<file path="src/rtl/sdsu_bus_pkg.sv">
// Shared types and constants for the SDSU bus master: FSM state encoding,
// bus constants and the Galois LFSR step used for operand generation.
package sdsu_bus_pkg;

  typedef enum logic [2:0] {
    IDLE,
    WR,
    GAP,
    ST,
    WAIT_RDY,
    RD,
    CAP,
    DONE
  } state_t;

  localparam logic [31:0] START_ADDR = 32'h0000_0000;
  localparam logic [31:0] LFSR_TAPS  = 32'h8020_0003;
  localparam logic [31:0] DATA_START = 32'h0000_0001;

  // Right-shifting Galois form: the bit shifted out folds the tap mask back in.
  function automatic logic [31:0] lfsr_step(input logic [31:0] x);
    return (x >> 1) ^ (x[0] ? LFSR_TAPS : 32'h0);
  endfunction

endpackage

</file>
<file path="src/rtl/bus_master_seq_if.sv">
// SDSU register-file bus: master drives the beat, slave returns ready and read data.
interface bus_master_seq_if #(
  parameter int ADDR_W = 32,
  parameter int DATA_W = 32
);
  logic              valid;
  logic              exec;
  logic              write;
  logic              start;
  logic [ADDR_W-1:0] address;
  logic [DATA_W-1:0] data;
  logic              ready;
  logic [DATA_W-1:0] result_data;

  modport master (
    output valid, exec, write, start, address, data,
    input  ready, result_data
  );

  modport slave (
    input  valid, exec, write, start, address, data,
    output ready, result_data
  );
endinterface

</file>
<file path="src/rtl/lfsr32.sv">
// 32-bit Galois LFSR; q is the value the register steps to on this load/en,
// so the caller can register it as an operand in the same cycle.
module lfsr32
  import sdsu_bus_pkg::*;
(
  input  logic        clk,
  input  logic        rst_n,
  input  logic        en,
  input  logic        load,
  input  logic [31:0] seed,
  output logic [31:0] q
);

  logic [31:0] state_q;
  logic [31:0] base;

  // NOTE: every always_comb output is assigned on all paths, so no latch is inferred.
  always_comb begin
    base = load ? ((seed == 32'd0) ? 32'd1 : seed) : state_q;
    q    = lfsr_step(base);
  end

  // NOTE: non-blocking assignment so every register samples pre-edge values.
  always_ff @(posedge clk) begin
    if (!rst_n) begin
      state_q <= 32'd1;
    end else if (load || en) begin
      state_q <= q;
    end
  end

endmodule

</file>
<file path="src/rtl/bus_master_seq.sv">
// SDSU bus master: per transaction writes NUM_OPS operands, issues a start beat,
// waits for ready (with watchdog), reads the result; repeats num_txn times per go.
module bus_master_seq
  import sdsu_bus_pkg::*;
#(
  parameter int          ADDR_W      = 32,
  parameter int          DATA_W      = 32,
  parameter int          NUM_OPS     = 2,
  parameter int unsigned RESULT_ADDR = 'hF,
  parameter int          TIMEOUT     = 1024,
  parameter int          CNT_W       = 8
) (
  input  logic              clk,
  input  logic              rst_n,
  input  logic              go,
  input  logic              mode,
  input  logic [DATA_W-1:0] seed,
  input  logic [CNT_W-1:0]  num_txn,
  bus_master_seq_if.master  bus,
  output logic [DATA_W-1:0] result_q,
  output logic              result_vld,
  output logic              busy,
  output logic              done,
  output logic              timeout_err,
  output logic [CNT_W-1:0]  txn_count
);

  localparam int OP_W   = 4;
  localparam int WCNT_W = (TIMEOUT > 2) ? $clog2(TIMEOUT) : 1;

  state_t              state;
  logic [OP_W-1:0]     op;
  logic [WCNT_W-1:0]   wcnt;
  logic [DATA_W-1:0]   inc_val;
  logic [DATA_W-1:0]   inc_cur;
  logic [DATA_W-1:0]   operand;
  logic                mode_q;
  logic [CNT_W-1:0]    num_q;
  logic                wr_issue;
  logic                lfsr_load;
  logic [31:0]         lfsr_next;

  lfsr32 u_lfsr (
    .clk   (clk),
    .rst_n (rst_n),
    .en    (wr_issue),
    .load  (lfsr_load),
    .seed  (32'(seed)),
    .q     (lfsr_next)
  );

  // Operand for a write beat issued this edge; on go, mode and counter start fresh.
  always_comb begin
    lfsr_load = (state == IDLE) && go;
    wr_issue  = lfsr_load
             || ((state == GAP) && (op < OP_W'(NUM_OPS)))
             || ((state == CAP) && (txn_count < num_q));
    inc_cur   = (state == IDLE) ? DATA_W'(1) : inc_val;
    operand   = (((state == IDLE) ? mode : mode_q) != 1'b0) ? inc_cur : DATA_W'(lfsr_next);
  end

  always_ff @(posedge clk) begin
    if (!rst_n) begin
      state       <= IDLE;
      op          <= '0;
      wcnt        <= '0;
      inc_val     <= '0;
      mode_q      <= 1'b0;
      num_q       <= '0;
      bus.valid   <= 1'b0;
      bus.exec    <= 1'b0;
      bus.write   <= 1'b1;
      bus.start   <= 1'b0;
      bus.address <= '0;
      bus.data    <= '0;
      result_q    <= '0;
      result_vld  <= 1'b0;
      busy        <= 1'b0;
      done        <= 1'b0;
      timeout_err <= 1'b0;
      txn_count   <= '0;
    end else begin
      bus.valid  <= 1'b0;
      bus.exec   <= 1'b0;
      bus.write  <= 1'b1;
      result_vld <= 1'b0;
      done       <= 1'b0;

      case (state)
        IDLE: begin
          if (go) begin
            busy        <= 1'b1;
            timeout_err <= 1'b0;
            txn_count   <= '0;
            mode_q      <= mode;
            num_q       <= (num_txn == '0) ? CNT_W'(1) : num_txn;
          end
        end
        WR: begin
          state <= GAP;
          op    <= op + OP_W'(1);
        end
        GAP: begin
          if (!wr_issue) begin
            state       <= ST;
            bus.valid   <= 1'b1;
            bus.exec    <= 1'b1;
            bus.start   <= 1'b1;
            bus.address <= ADDR_W'(START_ADDR);
            bus.data    <= DATA_W'(DATA_START);
            op          <= '0;
          end
        end
        ST: begin
          state <= WAIT_RDY;
          wcnt  <= '0;
        end
        WAIT_RDY: begin
          if (bus.ready) begin
            state       <= RD;
            bus.start   <= 1'b0;
            bus.valid   <= 1'b1;
            bus.exec    <= 1'b1;
            bus.write   <= 1'b0;
            bus.address <= ADDR_W'(RESULT_ADDR);
          end else if (wcnt == WCNT_W'(TIMEOUT - 1)) begin
            state       <= DONE;
            bus.start   <= 1'b0;
            timeout_err <= 1'b1;
            done        <= 1'b1;
          end else begin
            wcnt <= wcnt + WCNT_W'(1);
          end
        end
        RD: begin
          state      <= CAP;
          result_q   <= bus.result_data;
          result_vld <= 1'b1;
          txn_count  <= txn_count + CNT_W'(1);
        end
        CAP: begin
          if (!wr_issue) begin
            state <= DONE;
            done  <= 1'b1;
          end
        end
        DONE: begin
          state <= IDLE;
          busy  <= 1'b0;
        end
        default: state <= IDLE;
      endcase

      // All write beats share one issue path; it overrides the case defaults above.
      if (wr_issue) begin
        state       <= WR;
        bus.valid   <= 1'b1;
        bus.exec    <= 1'b1;
        bus.address <= ADDR_W'(op) + ADDR_W'(1);
        bus.data    <= operand;
        inc_val     <= inc_cur + DATA_W'(1);
      end
    end
  end

endmodule

</file>
<file path="src/flat_wrapper.sv">
// flat-port wrapper written by rule: the top's interface ports become plain ports
module bus_master_seq_flat import sdsu_bus_pkg::*;
#(
  parameter int          ADDR_W      = 32,
  parameter int          DATA_W      = 32,
  parameter int          NUM_OPS     = 2,
  parameter int unsigned RESULT_ADDR = 'hF,
  parameter int          TIMEOUT     = 1024,
  parameter int          CNT_W       = 8
)
  (clk, rst_n, go, mode, seed, num_txn, result_q, result_vld, busy, done, timeout_err, txn_count, bus_valid, bus_exec, bus_write, bus_start, bus_address, bus_data, bus_ready, bus_result_data);
  bus_master_seq_if #(.ADDR_W(ADDR_W), .DATA_W(DATA_W)) bus_i ();
  input  logic clk;
  input  logic rst_n;
  input  logic go;
  input  logic mode;
  input  logic [DATA_W-1:0] seed;
  input  logic [CNT_W-1:0] num_txn;
  output logic [DATA_W-1:0] result_q;
  output logic result_vld;
  output logic busy;
  output logic done;
  output logic timeout_err;
  output logic [CNT_W-1:0] txn_count;
  output wire logic [$bits(bus_i.valid)-1:0] bus_valid;
  output wire logic [$bits(bus_i.exec)-1:0] bus_exec;
  output wire logic [$bits(bus_i.write)-1:0] bus_write;
  output wire logic [$bits(bus_i.start)-1:0] bus_start;
  output wire logic [$bits(bus_i.address)-1:0] bus_address;
  output wire logic [$bits(bus_i.data)-1:0] bus_data;
  input wire logic [$bits(bus_i.ready)-1:0] bus_ready;
  input wire logic [$bits(bus_i.result_data)-1:0] bus_result_data;
  assign bus_valid = bus_i.valid;
  assign bus_exec = bus_i.exec;
  assign bus_write = bus_i.write;
  assign bus_start = bus_i.start;
  assign bus_address = bus_i.address;
  assign bus_data = bus_i.data;
  assign bus_i.ready = bus_ready;
  assign bus_i.result_data = bus_result_data;
  bus_master_seq #(.ADDR_W(ADDR_W), .DATA_W(DATA_W), .NUM_OPS(NUM_OPS), .RESULT_ADDR(RESULT_ADDR), .TIMEOUT(TIMEOUT), .CNT_W(CNT_W)) u_core (.clk(clk), .rst_n(rst_n), .go(go), .mode(mode), .seed(seed), .num_txn(num_txn), .bus(bus_i), .result_q(result_q), .result_vld(result_vld), .busy(busy), .done(done), .timeout_err(timeout_err), .txn_count(txn_count));
endmodule
</file>
<file path="config.mk">
export PLATFORM = sky130hd
export DESIGN_NAME = bus_master_seq_flat
export DESIGN_NICKNAME = d
export VERILOG_FILES = /design/src/rtl/sdsu_bus_pkg.sv /design/src/rtl/bus_master_seq_if.sv /design/src/rtl/lfsr32.sv /design/src/rtl/bus_master_seq.sv /design/src/flat_wrapper.sv
export SDC_FILE = /design/constraint.sdc
export NUM_CORES = 1
export LEC_CHECK = 0
export BUFFER_PORTS_ARGS = -buffer_cell sky130_fd_sc_hd__buf_4
export CORE_MARGIN = 5
export CORE_UTILIZATION = 40
export CTS_BUF_LIST = sky130_fd_sc_hd__clkbuf_4 sky130_fd_sc_hd__clkbuf_8
export CTS_CLUSTER_SIZE = 8
export DETAILED_ROUTE_END_ITERATION = 10
export PLACE_DENSITY = 0.74
export SLEW_MARGIN = 20
export SYNTH_ARGS = -nofsm -noshare
export SYNTH_HDL_FRONTEND = slang
export SYNTH_SLANG_ARGS = --single-unit
</file>
<file path="constraint.sdc">
create_clock -name clk -period 3.26 [get_ports clk]
set_clock_uncertainty 0.15 [all_clocks]
set_input_delay 0.163 -clock clk [delete_from_list [all_inputs] [get_ports clk]]
set_output_delay 0.163 -clock clk [all_outputs]
set_load 0.1 [all_outputs]
</file>
# Yosys cells after proc, flatten, opt, wreduce, memory -nomap -nowiden
# Cells that the tools add are included.
# word_totals
output_inout_bits,112
elab_cells,117
ff_bits,201
input_bits,77
# classes
order_cmp,2
reduce_logical,31
n_eq_ne,16
addsub,5
n_bitwise,2
n_mux,42
# op_table
cell,count
$mux 32,9
$pmux 32 s2,1
$add 32x1->32 const B,1
$logic_not 32->1,1
$xor 31x32->32,1
$pmux 3 s7,1
$mux 10,2
$pmux 10 s2,1
$mux 1,16
$mux 8,2
$pmux 8 s2,1
$reduce_and 2->1,8
$reduce_bool 2->1,7
$eq 3x3->1 const B,4
$add 10x1->10 const B,1
$eq 10x10->1 const B,1
$pmux 1 s2,5
$add 8x1->8 const B,1
$logic_not 8->1,1
$lt 8x8->1,1
$ne 2x2->1 const B,4
$pmux 4 s2,1
$reduce_bool 8->1,1
$reduce_bool 7->1,1
other kinds (19),26

# Depth between registers and ports, before layout
# depth
ltp_word,7
ltp_mapped,13
depth_no_buf,10

# Cells and area by module
# Synthesis repeated with hierarchy kept, for this count alone.
# unflattened
hier_cells,1022
area_unflattened_um2,8534.4
# modules_own_cells
module,cells_each,instances,seq_area_each_um2,area_each_um2
bus_master_seq,843,1,2842.7,6701.4
lfsr32,179,1,640.6,1833.0

# Worst setup path after synthesis
# No wires, ideal clock.
# synth_path
path_kind,register -> register
startpoint,register u_core.txn_count[2]
endpoint,register u_core.u_lfsr.state_q[1]
setup_ns,0.062
t_required_ns,3.048
path_stages_with_launch,9
synth_period_minus_slack_ns,3.070
n_path_buf,1
arrival_ns,2.858
setup_slack_ns,0.190
path_cell_list,dfxtp_1 -> ha_1 -> a211o_1 -> a31oi_1 -> o211a_2 -> nor2_1 -> buf_2 -> or4_1 -> nand3_1
# synth_between
elab_chain_cells,4
# synth_lines
item,line_no,source
"start, declared",bus_master_seq.sv:25,output logic [CNT_W-1:0] txn_count
"start signal, assigned",bus_master_seq.sv:139,txn_count <= txn_count + CNT_W'(1);
$lt 8x8->1,bus_master_seq.sv:57,|| ((state == CAP) && (txn_count < num_q));
$logic_and 1x1->1,bus_master_seq.sv:57,
$logic_or 1x1->1,bus_master_seq.sv:57,
$logic_or 1x1->1,lfsr32.sv:27,end else if (load || en) begin
"end signal, assigned",lfsr32.sv:28,state_q <= q;
"end, declared",lfsr32.sv:14,logic [31:0] state_q;
# Every way passes these cells.
# A chain may end at the register's enable or synchronous reset.

# Worst setup path after layout
# layout_path
startpoint,register u_core.state[2]
endpoint,register u_core.inc_val[18]
# layout_between
elab_chain_cells,4
elab_cells_between_ends,10
cone_classes,add/sub (1); eq/ne (2); mux (1); reduce/logical (6)
# layout_lines
item,line_no,source
"start, declared",bus_master_seq.sv:31,state_t state;
"start signal, assigned",bus_master_seq.sv:64,state <= IDLE;
"start signal, assigned",bus_master_seq.sv:100,state <= GAP;
"start signal, assigned",bus_master_seq.sv:105,state <= ST;
"parallel branches: the longest is 4 deep, another holds $add 32x1->32",n/a,
"end signal, assigned",bus_master_seq.sv:161,inc_val <= inc_cur + DATA_W'(1);
"end, declared",bus_master_seq.sv:34,logic [DATA_W-1:0] inc_val;
# Several ways; the timed one is not identified.

==> out/metrics.yaml <==
global_route:
  antenna_found_initial: 0
  grt_pass1_wl_mm: 40.4
  grt_usage_pct: 20.5
  grt_max_degree: 105
  first_global_vias: 7990
  grt_overflow: 0
yosys:
  ys.flop_type: "dfxtp_1"
  yosys-top-cells-area: "dfxtp_1, nand2_1, a21oi_1"
  synth.area.mux_share_pct: 4.84
  synth_edf_count: 0
  synth_top_family_by_area: "simple AND/OR/NAND/NOR gates"
  synthSimpleGateAreaFrac_pct: 25.8
  yosys-top-cells-count: "nand2_1, dfxtp_1, a21oi_1, nand3_1, nor2_1"
  synth_warnings: 0
  netlist_area_um2: 8270
  synth-seq-cells: 174
  synth_compound_area_share_pct: 17.0
  yosys.area.top_type: "dfxtp_1"
  synth.top_cell.area_share_pct: 42.1
  syn_inst: 1035
  synth.distinct_cells: 66
  synthArstFlopShare_pct: 0
  synth_fa_ha_area_share_pct: 1.66
  synth_xor_area_share_pct: 1.69
  synth.most_common_cell: "nand2_1"
  avgSynthCellArea_um2: 7.99
  ys_seq_area_share_pct: 42.1
worst_hold_path:
  worstHoldStart: "seed[17]"
  min_path_cells: 3
  holdPathEnd: "u_core.u_lfsr.state_q[16]$_SDFFE_PN0P_"
  min_path_type: "in2reg"
timing:
  timing.fmax_ghz: 0.363
  drv_slew: 0
  post-route-min-period_ns: 2.76
  setup_slack_ns: 0.503
  slew_headroom_pct: 52.3
  setup_viol: 0
  rsz0062_at_grt: "false"
  setup_tns_ns: 0
  worst_slew_pin_slew_ns: 0.715
  timing.hold.ws_ns: 0.0282
  hold_viol: 0
  period_share_pct: 84.6
place:
  numPortBuffers: 161
  placed_cell_area_um2: 9590
  pre_cts_ws_ns: 0.580
  gpl.final_weighted_congestion: 0.835
  placed_cells: 1408
  dp_hpwl_mm: 16.1
pwr:
  p_int_mw: 3.72
  p_sw_share_pct: 42.5
  combPwrFrac_pct: 38.2
  power_density_nw_per_um2: 607
  p_clk_share_pct: 22.9
  leakage_nw: 4.16
  p_switching_mw: 2.76
  total_power_mw: 6.48
  ir_drop_mv: 0.392
  power_frac_seq_pct: 38.9
drt:
  finalWirelength_mm: 24.7
  wire_per_inst_um: 16.3
  drcViolationCount: 0
  ant_nets: 0
  initialDrtViolationCount: 559
  dr.pass1.iters: 5
  vias: 8089
  vias_per_cell: 5.35
worst_setup_path:
  worstPathArrival_ns: 3.01
  reg2reg_depth: 8
  rrSetupSlack_ns: 0.50
  cp-end-kind: "register"
  r2r-end: "u_core.inc_val[18]$_SDFFE_PN0P_"
  r2r-start: "u_core.state[2]$_SDFFE_PP0P_"
  worst-setup-path-type: "reg2reg"
  critPathLaunchType: "register"
  crit_path_max_fanout: 19
  required_ns: 3.52
cts:
  clock_sinks: 174
  clk_path_buf_depth: 2
  clkSlewWorstSetupHoldPaths_ns: 0.10
  cts_tree: "built"
  clock_latency_ns: 0.47
  cts_buffers: 17
  cts_root_buffer: "clkbuf_8"
  post-cts-setup-buffer-count: 0
  htreeDepth: 4
floorplan:
  die_x_um: 154
  die_height_um: 154
  dieArea_um2: 23700
  pin_count: 189
  start_util_pct: 40.8
  placementRows: 52
  core-area_um2: 20300
layout:
  regArea_um2: 3480
  design_area_um2: 10700
  drive_gt1_share_pct: 18.6
  fin_cells: 1511
  area.growth.synth_to_final_pct: 29.1
  diodes: 0
  fillers: 1891
  multiInputGateArea_um2: 4340
  utilization_pct: 52.6
  finish.net_count: 1316
outcome:
  status: "finished clean"
flow_run:
  drv_cap: 0
power by group through the flow:
stage	clock network (mW)	registers, mW	logic (mW)
after floorplan	0	3.12	1.29
after global placement	0	2.56	2.37
after detailed placement	0	2.57	2.40
after CTS	1.52	2.52	2.47
after global routing	1.62	2.55	2.66
final	1.48	2.52	2.48
worst max-delay path, cell delays in order (launching register included):
cell and delay, ns:
dfxtp_1 0.68, or3_1 0.21, and2_1 0.12, ha_1 0.17, and3_1 0.22, and2_1 0.36
nand2_1 0.20, or4_1 0.44, a21oi_1 0.15
timing repair:
action                    4_1_cts  5_1_grt
hold buffers                   71        0
gates resized for setup         0        0
hold endpoints to repair       79        0
state kept, by name (all words and copies together), names as in the netlist:
register / count
u_core.result_q: 32
u_core.bus.valid: 1
u_core.inc_val: 32
u_core.bus.write: 1
u_core.num_q: 8
u_core.bus.data: 32
u_core.wcnt: 10
u_core.state: 3
u_core.done: 1
u_core.bus.start: 1
u_core.bus.address: 5
u_core.op: 4
u_core.u_lfsr.state_q: 32
u_core.result_vld: 1
u_core.mode_q: 1
u_core.timeout_err: 1
u_core.txn_count: 8
u_core.busy: 1
how the worst max path moves through the flow:
| stage | startpoint | endpoint | slack (ns) | cells after the start |
|---|---|---|---|---|
| global route | u_core.state[2]$_SDFFE_PP0P_ | u_core.inc_val[18]$_SDFFE_PN0P_ | 0.31 | 8 |
| detailed placement | u_core.state[2]$_SDFFE_PP0P_ | u_core.inc_val[18]$_SDFFE_PN0P_ | 0.58 | 8 |
| CTS | u_core.state[2]$_SDFFE_PP0P_ | u_core.inc_val[18]$_SDFFE_PN0P_ | 0.54 | 8 |
| floorplan | u_core.txn_count[2]$_SDFFE_PN0P_ | u_core.u_lfsr.state_q[1]$_SDFFE_PN0P_ | 0.19 | 8 |
| global placement | u_core.state[2]$_SDFFE_PP0P_ | u_core.inc_val[18]$_SDFFE_PN0P_ | 0.66 | 8 |
| finish | u_core.state[2]$_SDFFE_PP0P_ | u_core.inc_val[18]$_SDFFE_PN0P_ | 0.50 | 8 |
per-layer routing:
layer  share of wire (%)  up-vias  wire length [um]  global-route usage (%)
met4                 1.2        0               300                    5.05
met3                 9.3       29              2290                    7.20
met5                   0        -                 0                       0
met2                  47      311             11500                    33.6
li1                    -     3987                 -                       -
met1                  43     3762             10600                    26.1
placed cells by master, fill, tap and decap left out, drive strengths merged, types with 5 or more instances in the layout:
| cell type | instances |
|---|---|
| a211o | 6 |
| a211oi | 31 |
| a21oi | 104 |
| a31oi | 6 |
| and2 | 8 |
| and3 | 7 |
| and4 | 5 |
| buf | 181 |
| clkbuf | 20 |
| clkinv | 7 |
| conb | 27 |
| dfxtp | 174 |
| dlygate4sd3 | 71 |
| ha | 11 |
| inv | 13 |
| mux2i | 40 |
| nand2 | 199 |
| nand2b | 5 |
| nand3 | 78 |
| nand3b | 6 |
| nand4 | 22 |
| nor2 | 68 |
| nor3 | 15 |
| nor3b | 7 |
| nor4 | 11 |
| o211ai | 8 |
| o21a | 6 |
| o21ai | 40 |
| or4 | 5 |
| xnor2 | 9 |
| xor2 | 7 |
area by class of cell:
type                            count  share of cell area [%]
Timing Repair Buffer              252                    19.7
Clock inverter                     12                    1.05
Multi-Input combinational cell    773                    40.6
Tap cell                          270                    3.16
Clock buffer                       20                    2.46
Sequential cell                   174                    32.6
Inverter                           10                   0.375
cell families (layout without fill, tap and decap cells):
family / after synthesis / after routing
other: 1 / 27
and+or+nand+nor: 449 / 449
adders and majority gates: 11 / 11
AOI/OAI and AO/OA: 230 / 230
xor gates and xnor gates: 16 / 16
buffers and inverters: 114 / 294
DFF: 174 / 174
muxes: 40 / 40
Power figures use the tool's default switching activity.
